### src/rtl/mac_layer_scheduler.sv
// Sequences one shared MAC accumulator across the neurons of a dense layer:
// clear, stream VEC_LEN (x, w) pairs, requantise, and hand the result out on valid/ready.
module mac_layer_scheduler #(
  parameter int DATA_W      = 8,
  parameter int ACC_W       = 16,
  parameter int VEC_LEN     = 3,
  parameter int NUM_NEURONS = 4,
  parameter int OUT_W       = 8,
  parameter int SHIFT       = 0,
  parameter int RELU_EN     = 1,
  localparam int XA_W = (VEC_LEN > 1) ? $clog2(VEC_LEN) : 1,
  localparam int WA_W = (VEC_LEN * NUM_NEURONS > 1) ? $clog2(VEC_LEN * NUM_NEURONS) : 1,
  localparam int NI_W = (NUM_NEURONS > 1) ? $clog2(NUM_NEURONS) : 1
) (
  input  logic              clk,
  input  logic              rst_n,
  input  logic              start,
  output logic              busy,
  output logic              done,
  output logic              rd_en,
  output logic [XA_W-1:0]   x_addr,
  output logic [WA_W-1:0]   w_addr,
  input  logic [DATA_W-1:0] x_rdata,
  input  logic [DATA_W-1:0] w_rdata,
  output logic              mac_clr,
  output logic              mac_en,
  output logic [DATA_W-1:0] mac_x,
  output logic [DATA_W-1:0] mac_w,
  input  logic [ACC_W-1:0]  mac_acc,
  output logic              out_valid,
  input  logic              out_ready,
  output logic [OUT_W-1:0]  out_data,
  output logic [NI_W-1:0]   out_idx
);

  typedef enum logic [2:0] {
    S_IDLE,
    S_CLEAR,
    S_ISSUE,
    S_WAIT,
    S_SETTLE,
    S_OUT,
    S_DONE
  } state_e;

  // One guard bit above the wider of ACC_W/OUT_W keeps the saturation compare wrap-free.
  localparam int EXT_W = ((ACC_W > OUT_W) ? ACC_W : OUT_W) + 1;
  localparam logic signed [EXT_W-1:0] SAT_MAX = {{(EXT_W-OUT_W+1){1'b0}}, {(OUT_W-1){1'b1}}};
  localparam logic signed [EXT_W-1:0] SAT_MIN = {{(EXT_W-OUT_W+1){1'b1}}, {(OUT_W-1){1'b0}}};

  state_e            state_q, state_d;
  logic [XA_W-1:0]   i_q, i_d;
  logic [NI_W-1:0]   n_q, n_d;
  logic [WA_W-1:0]   wbase_q, wbase_d;
  logic              mac_en_q;
  logic [OUT_W-1:0]  out_data_q, out_data_d;
  logic [NI_W-1:0]   out_idx_q, out_idx_d;

  logic signed [EXT_W-1:0] acc_ext;
  logic signed [EXT_W-1:0] shifted;
  logic [OUT_W-1:0]        requant;

  assign acc_ext = {{(EXT_W-ACC_W){mac_acc[ACC_W-1]}}, mac_acc};
  assign shifted = acc_ext >>> SHIFT;

  always_comb begin
    requant = shifted[OUT_W-1:0];
    if ((RELU_EN != 0) && shifted[EXT_W-1]) begin
      requant = '0;
    end else if (shifted > SAT_MAX) begin
      requant = {1'b0, {(OUT_W-1){1'b1}}};
    end else if (shifted < SAT_MIN) begin
      requant = {1'b1, {(OUT_W-1){1'b0}}};
    end
  end

  always_ff @(posedge clk or negedge rst_n) begin
    if (!rst_n) begin
      state_q    <= S_IDLE;
      i_q        <= '0;
      n_q        <= '0;
      wbase_q    <= '0;
      mac_en_q   <= 1'b0;
      out_data_q <= '0;
      out_idx_q  <= '0;
    end else begin
      state_q    <= state_d;
      i_q        <= i_d;
      n_q        <= n_d;
      wbase_q    <= wbase_d;
      mac_en_q   <= rd_en;
      out_data_q <= out_data_d;
      out_idx_q  <= out_idx_d;
    end
  end

  always_comb begin
    state_d    = state_q;
    i_d        = i_q;
    n_d        = n_q;
    wbase_d    = wbase_q;
    out_data_d = out_data_q;
    out_idx_d  = out_idx_q;
    busy       = 1'b1;
    done       = 1'b0;
    rd_en      = 1'b0;
    mac_clr    = 1'b0;
    out_valid  = 1'b0;
    case (state_q)
      S_IDLE: begin
        busy = 1'b0;
        if (start) begin
          n_d     = '0;
          wbase_d = '0;
          state_d = S_CLEAR;
        end
      end
      S_CLEAR: begin
        mac_clr = 1'b1;
        i_d     = '0;
        state_d = S_ISSUE;
      end
      S_ISSUE: begin
        rd_en = 1'b1;
        if (i_q == XA_W'(VEC_LEN - 1)) begin
          i_d     = '0;
          state_d = S_WAIT;
        end else begin
          i_d = i_q + XA_W'(1);
        end
      end
      // The final mac_en beat always lands here, one cycle behind the last read.
      S_WAIT: state_d = S_SETTLE;
      S_SETTLE: begin
        out_data_d = requant;
        out_idx_d  = n_q;
        state_d    = S_OUT;
      end
      S_OUT: begin
        out_valid = 1'b1;
        if (out_ready) begin
          if (n_q == NI_W'(NUM_NEURONS - 1)) begin
            state_d = S_DONE;
          end else begin
            n_d     = n_q + NI_W'(1);
            wbase_d = wbase_q + WA_W'(VEC_LEN);
            state_d = S_CLEAR;
          end
        end
      end
      S_DONE: begin
        done    = 1'b1;
        state_d = S_IDLE;
      end
      default: state_d = S_IDLE;
    endcase
  end

  assign x_addr   = i_q;
  assign w_addr   = wbase_q + WA_W'(i_q);
  assign mac_en   = mac_en_q;
  assign mac_x    = x_rdata;
  assign mac_w    = w_rdata;
  assign out_data = out_data_q;
  assign out_idx  = out_idx_q;

endmodule

### config.mk
export PLATFORM = sky130hd
export DESIGN_NAME = mac_layer_scheduler
export DESIGN_NICKNAME = d
export VERILOG_FILES = /design/src/rtl/mac_layer_scheduler.sv
export SDC_FILE = /design/constraint.sdc
export NUM_CORES = 1
export LEC_CHECK = 0
export CAP_MARGIN = 20
export CORE_UTILIZATION = 41
export DETAILED_ROUTE_END_ITERATION = 16
export PLACE_DENSITY = 0.9
export SLEW_MARGIN = 15
export SYNTH_ARGS = -nofsm -noshare
export SYNTH_HDL_FRONTEND = slang
export SYNTH_SLANG_ARGS = --single-unit
### constraint.sdc
create_clock -name clk -period 5.4 [get_ports clk]
set_clock_uncertainty 0.15 [all_clocks]
set_input_delay 1.62 -clock clk [delete_from_list [all_inputs] [get_ports clk]]
set_output_delay 1.62 -clock clk [all_outputs]
set_load 0.02 [all_outputs]
# Word level (Yosys, flattened, before mapping)
# Cells that the tools add are included.
[classes] add_sub_neg=4 n_mul=0 n_div=0 magnitude_cmp=2 eq_ne=12 shift=0 n_mux=23 bitwise_logic=0 reduce_logical=5
[ops] operator="$mux W8" count=3
[ops] operator="$pmux W3 S6" count=1
[ops] operator="$gt A16 B8 Y1 const B" count=1
[ops] operator="$lt A16 B8 Y1 const B" count=1
[ops] operator="$mux W3" count=4
[ops] operator="$mux W4" count=3
[ops] operator="$eq A3 B3 Y1 const B" count=3
[ops] operator="$mux W2" count=4
[ops] operator="$ne A2 B2 Y1 const B" count=4
[ops] operator="$pmux W2 S2" count=2
[ops] operator="$pmux W4 S2" count=1
[ops] operator="$eq A3 B2 Y1 const B" count=2
[ops] operator="$mux W1" count=5
[ops] operator="$add A2 B1 Y2 const B" count=2
[ops] operator="$add A4 B2 Y4" count=1
[ops] operator="$add A4 B2 Y4 const B" count=1
[ops] operator="$eq A2 B2 Y1 const B" count=2
[ops] operator="$reduce_and A4 Y1" count=1
[ops] operator="$reduce_bool A2 Y1" count=2
[ops] operator="$eq A3 B1 Y1 const B" count=1
[ops] operator="$logic_not A3 Y1" count=1
[ops] operator="$reduce_and A3 Y1" count=1
[totals] reg_bits=22 latchBits=0 ram_bits=0 romBits=0 input_bits=36 out_inout_bits=38 word_cells=53 mem_count=0

# Longest topological paths before layout
[logic_depth] depth_word=4 mapped_depth=5 ltp_nobuf=5

# Worst setup path after synthesis
# No wires, ideal clock.
[synth_timing] kind="input-to-output" start="input port w_rdata[0]" end="output port mac_w[0]" t_arrival_ns=1.754 required_time_ns=3.630 setup_slack_ns=1.876 path_stages=1 path_buffers=1 cell_sequence="buf_4"
[synth_rtl] element="from (decl)" line="24" text="input logic [DATA_W-1:0] w_rdata,"
[synth_rtl] element="to (decl)" line="28" text="output logic [DATA_W-1:0] mac_w,"
# No word-level cell between the ends.

# Final worst setup path
[layout_timing] start="register i_q[0], in the netlist x_addr[0]" end="output port w_addr[2]"
[layout_via] elab_chain_len=1
[layout_rtl] element="from (decl)" line="52" text="logic [XA_W-1:0] i_q, i_d;"
[layout_rtl] element="from (signal assigned)" line="88" text="i_q <= i_d;"
[layout_rtl] element="$add A4 B2 Y4" line="160" text="assign w_addr = wbase_q + WA_W'(i_q);"
[layout_rtl] element="to (decl)" line="22" text="output logic [WA_W-1:0] w_addr,"
# No other way between the ends.

==> flow_summary.yaml <==
run_status:
  status: "complete, but fails checks"
  violations: "DRC"
timing:
  rsz0062_at_grt: "false"
  finalCritPeriodShare: 0.729
  min_period_ps: 3940
  finalHoldViolations: 0
  max_freq_ghz: 0.254
  setup_tns_ps: 0
  hold_ws_ps: 351
  tightest_slew_ps: 547
  setup_viol: 0
  slew_viol_final: 0
  max_slew_margin: 0.634
clock_network:
  cts_tree: "yes"
  clkLatencyLatePin_ps: 310
  h-tree-depth: 1
  post-cts-setup-buffers: 0
  root_buffer: "clkbuf_4"
  clk_pin_slew_ps: 130
  cts_hold_buffers: 0
  cts_buffer_depth: 2
  cts_buffers: 3
  cts_resized: 0
  clkSinkCount: 22
synth:
  synth_top_cell_by_area: "dfrtp_1"
  ys.flop_type: "dfrtp_1"
  netlist_area_um2: 1280
  synth_cell_type_count: 39
  synth_nets: 176
  synth_top_area_share: 0.430
  synth.area.top_cells: "dfrtp_1 (43%), buf_4 (10%), nand2_1 (4.4%), ha_1 (3.9%), nor3_1 (3.1%)"
  synth-edff-count: 0
  synth.ff_latch_count: 22
  yosysWarnings: 0
  avgSynthCellArea_um2: 9.49
  synth.yosys.seq_area_share: 0.430
  syn-instance-count: 135
  synthArstFlopShare: 1.00
route:
  wl_um: 3130
  drt_iter0_markers: 26
  routedWlPerCell_um: 16.6
  dr.pass1.iters: 11
  vias: 1041
  viasPerCell: 5.51
  postRouteAntennaNets: 0
  drc_errors: 5
power_and_ir_drop:
  leakagePower_uw: 0.000708
  power_frac_comb: 0.513
  p_sw_frac: 0.409
  clockPowerShare: 0.146
  power.internal_uw: 521
  powerDensity_nw_per_um2: 538
  p_sw_uw: 361
  seqPwrFrac: 0.341
  peakVddDrop_v: 0.000213
  power_uw: 882
placement:
  hpwl_um: 2330
  place_congestion: 0.775
  io_buffers: 41
global_route:
  antenna_found_initial: 0
  overflow: 0
  track_usage: 0.205
  grtUsageMet2: 0.358
  grt_pass1_vias: 1089
  grt_max_degree: 23
  gr-max-usage-layer: "met2"
  grt_pass1_wl_um: 5210
  grtUsageMet1: 0.246
  use_met3: 0.0268
layout:
  drive_gt1_frac: 0.0633
  diodes: 0
  area_growth_pct: 28.0
  fin_nets: 200
worst_setup_path:
  rr_worst_depth: 3
  reg2reg_slack_ps: 3530
  r2r-end: "wbase_q[1]"
  cp_max_fo: 6
  timing.critical_path.from: "x_addr[0]"
  crit_end: "w_addr[2]"
  reg2reg_from: "state_q[0]"
  critPathLaunchType: "register"
  crit_arrival_ps: 2170
  worstSetupPathType: "reg -> out"
  endpoint_kind: "output pin"
  required_ps: 3630
floorplanning:
  die-area_um2: 3350
  die_width_um: 57.9
  core_um2: 2850
  rows: 19
  start_util: 0.449
  die_y_um: 57.9
  io_pins: 74
hold_path:
  hp-class: "reg -> reg"
flow_run:
  maxCapViolCount: 0
==> per-layer routing <==
metal  routed length (um)  vias up
met4                   93        0
met3                  145       10
met1                 1190      504
met5                    0        -
li1                     -      492
met2                 1700       35
==> power groups by stage <==
stage	sequential (uW)	combinational (uW)	clock, uW
after floorplan	321	243	0
after global placement	296	432	0
after detailed placement	303	448	0
after CTS	299	454	131
after global routing	312	490	137
final	301	453	129
==> layout make-up <==
cell class | count | area (um2)
Inverter | 9 | 33.8
Tap cell | 31 | 38.8
Clock inverter | 1 | 30.0
Multi-Input combinational cell | 81 | 543
Clock buffer | 3 | 22.5
Fill cell | 218 | 1210
Timing Repair Buffer | 42 | 422
Sequential cell | 22 | 551
==> metrics by stage <==
stage | cell area, um2 | util | cells | worst slack, ps
after floorplan | 1280 | - | 135 | 1880
after global placement | 1580 | 0.553 | 184 | 1900
after detailed placement | 1580 | 0.553 | 184 | 1820
after CTS | 1630 | 0.571 | 188 | 1450
after global routing | 1640 | 0.575 | 189 | 1320
final | 1640 | 0.575 | 189 | 1460
==> worst min path at each step <==
stage | from | endpoint | slack [ps] | depth (start not counted)
2_1_floorplan | wbase_q[3] | wbase_q[3] | 320 | 1
3_3_place_gp | out_data[7] | out_data[7] | 320 | 1
3_5_place_dp | out_data[7] | out_data[7] | 320 | 1
4_1_cts | out_data[7] | out_data[7] | 360 | 1
5_1_grt | n_q[0] | n_q[0] | 390 | 1
6_report | out_data[7] | out_data[7] | 350 | 1
==> flip-flops by register name (all words and copies together) (netlist names) <==
register and flops:
out_idx 2, state_q 3, mac_en 1, wbase_q 4, n_q 2, x_addr 2, out_data 8
==> Yosys cell counts, drive strengths merged (3+ instances only) <==
cell / n
dfrtp: 22
buf: 19
nand2: 15
o21ai: 12
inv: 9
nor3: 8
a31oi: 4
clkbuf: 4
ha: 4
a21oi: 3
==> cell families (layout without fill, tap and decap cells) <==
| family | Yosys count | after routing | synth area share |
|---|---|---|---|
| xor gates and xnor gates | 2 | 2 | 0.0137 |
| and+or+nand+nor | 41 | 41 | 0.174 |
| buffers and inverters | 32 | 55 | 0.146 |
| AOI/OAI and AO/OA | 29 | 29 | 0.148 |
| muxes | 4 | 4 | 0.0332 |
| adders and majority gates | 5 | 5 | 0.0547 |
| DFF | 22 | 22 | 0.430 |
==> critical path, cell delays in order (launching register included) <==
cell             delay, ps
dfrtp_1                460
ha_1                   210
inv_1                   60
fa_1                   370
xnor2_1                140
clkdlybuf4s50_1        620
==> cell usage in the layout, fill, tap and decap left out, drive strengths merged, types with 2 or more instances in the layout <==
master	count
a21o	2
clkbuf	3
dfrtp	22
o21ai	12
nor3	8
nand2	15
a21oi	3
mux2i	2
or3b	2
inv	9
nor2b	2
o21bai	2
o21a	2
ha	4
xnor2	2
nor3b	2
or4	2
clkdlybuf4s50	41
nor2	2
nand2b	2
mux2	2
a31oi	4
Power figures use the tool's default switching activity.
==> edit, RTL diff (config.mk and constraints unchanged) <==
Change the parameter `VEC_LEN` from 3 to 2.
--- a/src/rtl/mac_layer_scheduler.sv
+++ b/src/rtl/mac_layer_scheduler.sv
@@ -3,7 +3,7 @@
 module mac_layer_scheduler #(
   parameter int DATA_W      = 8,
   parameter int ACC_W       = 16,
-  parameter int VEC_LEN     = 3,
+  parameter int VEC_LEN     = 2,
   parameter int NUM_NEURONS = 4,
   parameter int OUT_W       = 8,
   parameter int SHIFT       = 0,
Interface: changed (resized w_addr and x_addr); port bits go from 74 to 72. No check against the original RTL was run, so the function may have changed too.
==> edit against the unedited design <==
Setup slack better by 190 ps. Sequential share of layout area rose by 1.8 points. Design area down 18%. Synthesized area fell by 17%. Via count decreased by 24%. Synthesized cell count is 21% lower. Die area fell by 16%. Power decreased by 28%. Sequential cell count is 3 lower. Wire length shrank 33%. Non-clock buffer count fell by 3.
==> edit: results (changes against the unedited design) <==
| Metric | Value |
|---|---|
| Final cell count without fillers | 156 (-17%) |
| Post-Syn Nets | 144 (-18%) |
| Mapped Cells | 107 (-21%) |
| Global Route Usage Sum | 16.3% (-4.2 points) |
| Cell Area, Placed | 1320 µm² (-16%) |
| Post-synthesis cell type count | 33 (-15%) |
| Hpwl dp | 1620 µm (-31%) |
| Ranking of synthesized cells by area | dfrtp_1, buf_4, nor3_1 |
| First-pass GRT wire length | 3200 µm (-39%) |
| Gpl congestion | 0.738 (-4.7%) |
| Adder-cell share of the synthesized area | 1.18% (-4.3 points) |
| Net Sw Frac | 39.8% (-1.1 points) |
| Clock Power Share | 10.9% (-3.7 points) |
| Slew @ Worst Pin | 837 ps (+290 ps) |
| Status | finished clean |
| Vias per cell | 5.07 (-7.9%) |
| Vias in the first global route | 741 (-32%) |
| Complex-gate fraction of the synthesized area | 9.06% (-5.8 points) |
| Layout cell share with drive strength beyond 1 | 7.94% (+1.6 points) |
| Hold depth | 2 (+1) |
| Post-place setup slack | 1990 ps (+164 ps) |
| Port bufs | 39 (-4.9%) |
| Largest net degree at the start of global routing | 20 (-13%) |
| Synth cell count leaders | dfrtp_1, buf_4, nand2_1, nor3_1, o21ai_1 |
| Synth Area in XOR/XNOR | 0.824% (-0.54 points) |
| Sequential share of the synthesized area | 44.7% (+1.7 points) |
| Clock transition at path regs | 110 ps (-20 ps) |
| Met3 usage | 3.16% (+0.48 points) |
| Hold Slack | 353 ps (+2.60 ps) |
| FF-to-FF End | n_q[1]$_DFFE_PN0P_ |
| Hold Path Origin | out_data[3]$_DFFE_PN0P_ |
| Post-Place Cells | 152 (-17%) |
| Hold Path End | out_data[3]$_DFFE_PN0P_ |
| WL/cell | 13.5 µm (-18%) |
| Worst-Skew Late Latency | 290 ps (-20 ps) |
| Post-synthesis mux area share | 5.76% (+2.4 points) |
| Peak VDD IR | 0.231 mV (+8.7%) |
## edit: cell types whose count changed after synthesis, moves of 2 or more
cell      before  now
o21a_1         2    0
mux2_4         0    2
a31oi_1        4    0
dfrtp_1       22   19
o21bai_1       2    0
o22ai_1        0    2
nand2_1       15   10
ha_1           4    1
nand2b_1       2    0
o21ai_0        5    3
inv_1          9    3
buf_6          0    2
a21o_1         2    0
## edit: kinds of logic (layout without fill, tap and decap cells)
group                      count (synthesis)  after routing
AOI/OAI and AO/OA                         16             16
xor gates and xnor gates                   1              1
adders and majority gates                  1              1
buffers and inverters                     27             46
DFF                                       19             19
muxes                                      5              5
and+or+nand+nor                           38             38
## edit: worst max path at each step
stage                      startpoint         to  slack, ps  cells after the start
6_report       state_q[2]$_DFFE_PN0P_  out_valid       1650                      3
5_1_grt        state_q[2]$_DFFE_PN0P_  out_valid       1480                      3
4_1_cts        state_q[2]$_DFFE_PN0P_  out_valid       1650                      3
3_5_place_dp   state_q[2]$_DFFE_PN0P_  out_valid       1990                      3
3_3_place_gp               w_rdata[2]   mac_w[2]       2010                      0
2_1_floorplan              w_rdata[0]   mac_w[0]       1880                      1
## edit: final cells by class
class / instances / area [µm²]
inverters: 3 / 11.3
clock inverters: 1 / 5.00
flip-flops and latches: 19 / 475
clock buffers: 3 / 22.5
multi-input cells: 61 / 404
fillers: 221 / 1110
repair buffers: 39 / 390
well taps: 30 / 37.5
## edit: worst min-delay path, stage by stage (launching register included)
cell and delay, ps:
dfrtp_1 350, nand2_1 50, o21ai_1 70
## edit: layer usage
metal	vias to the layer above	part of all wire, %
met5	-	0
met4	0	3.6
met3	18	7.8
met2	26	46
met1	360	42
li1	387	-
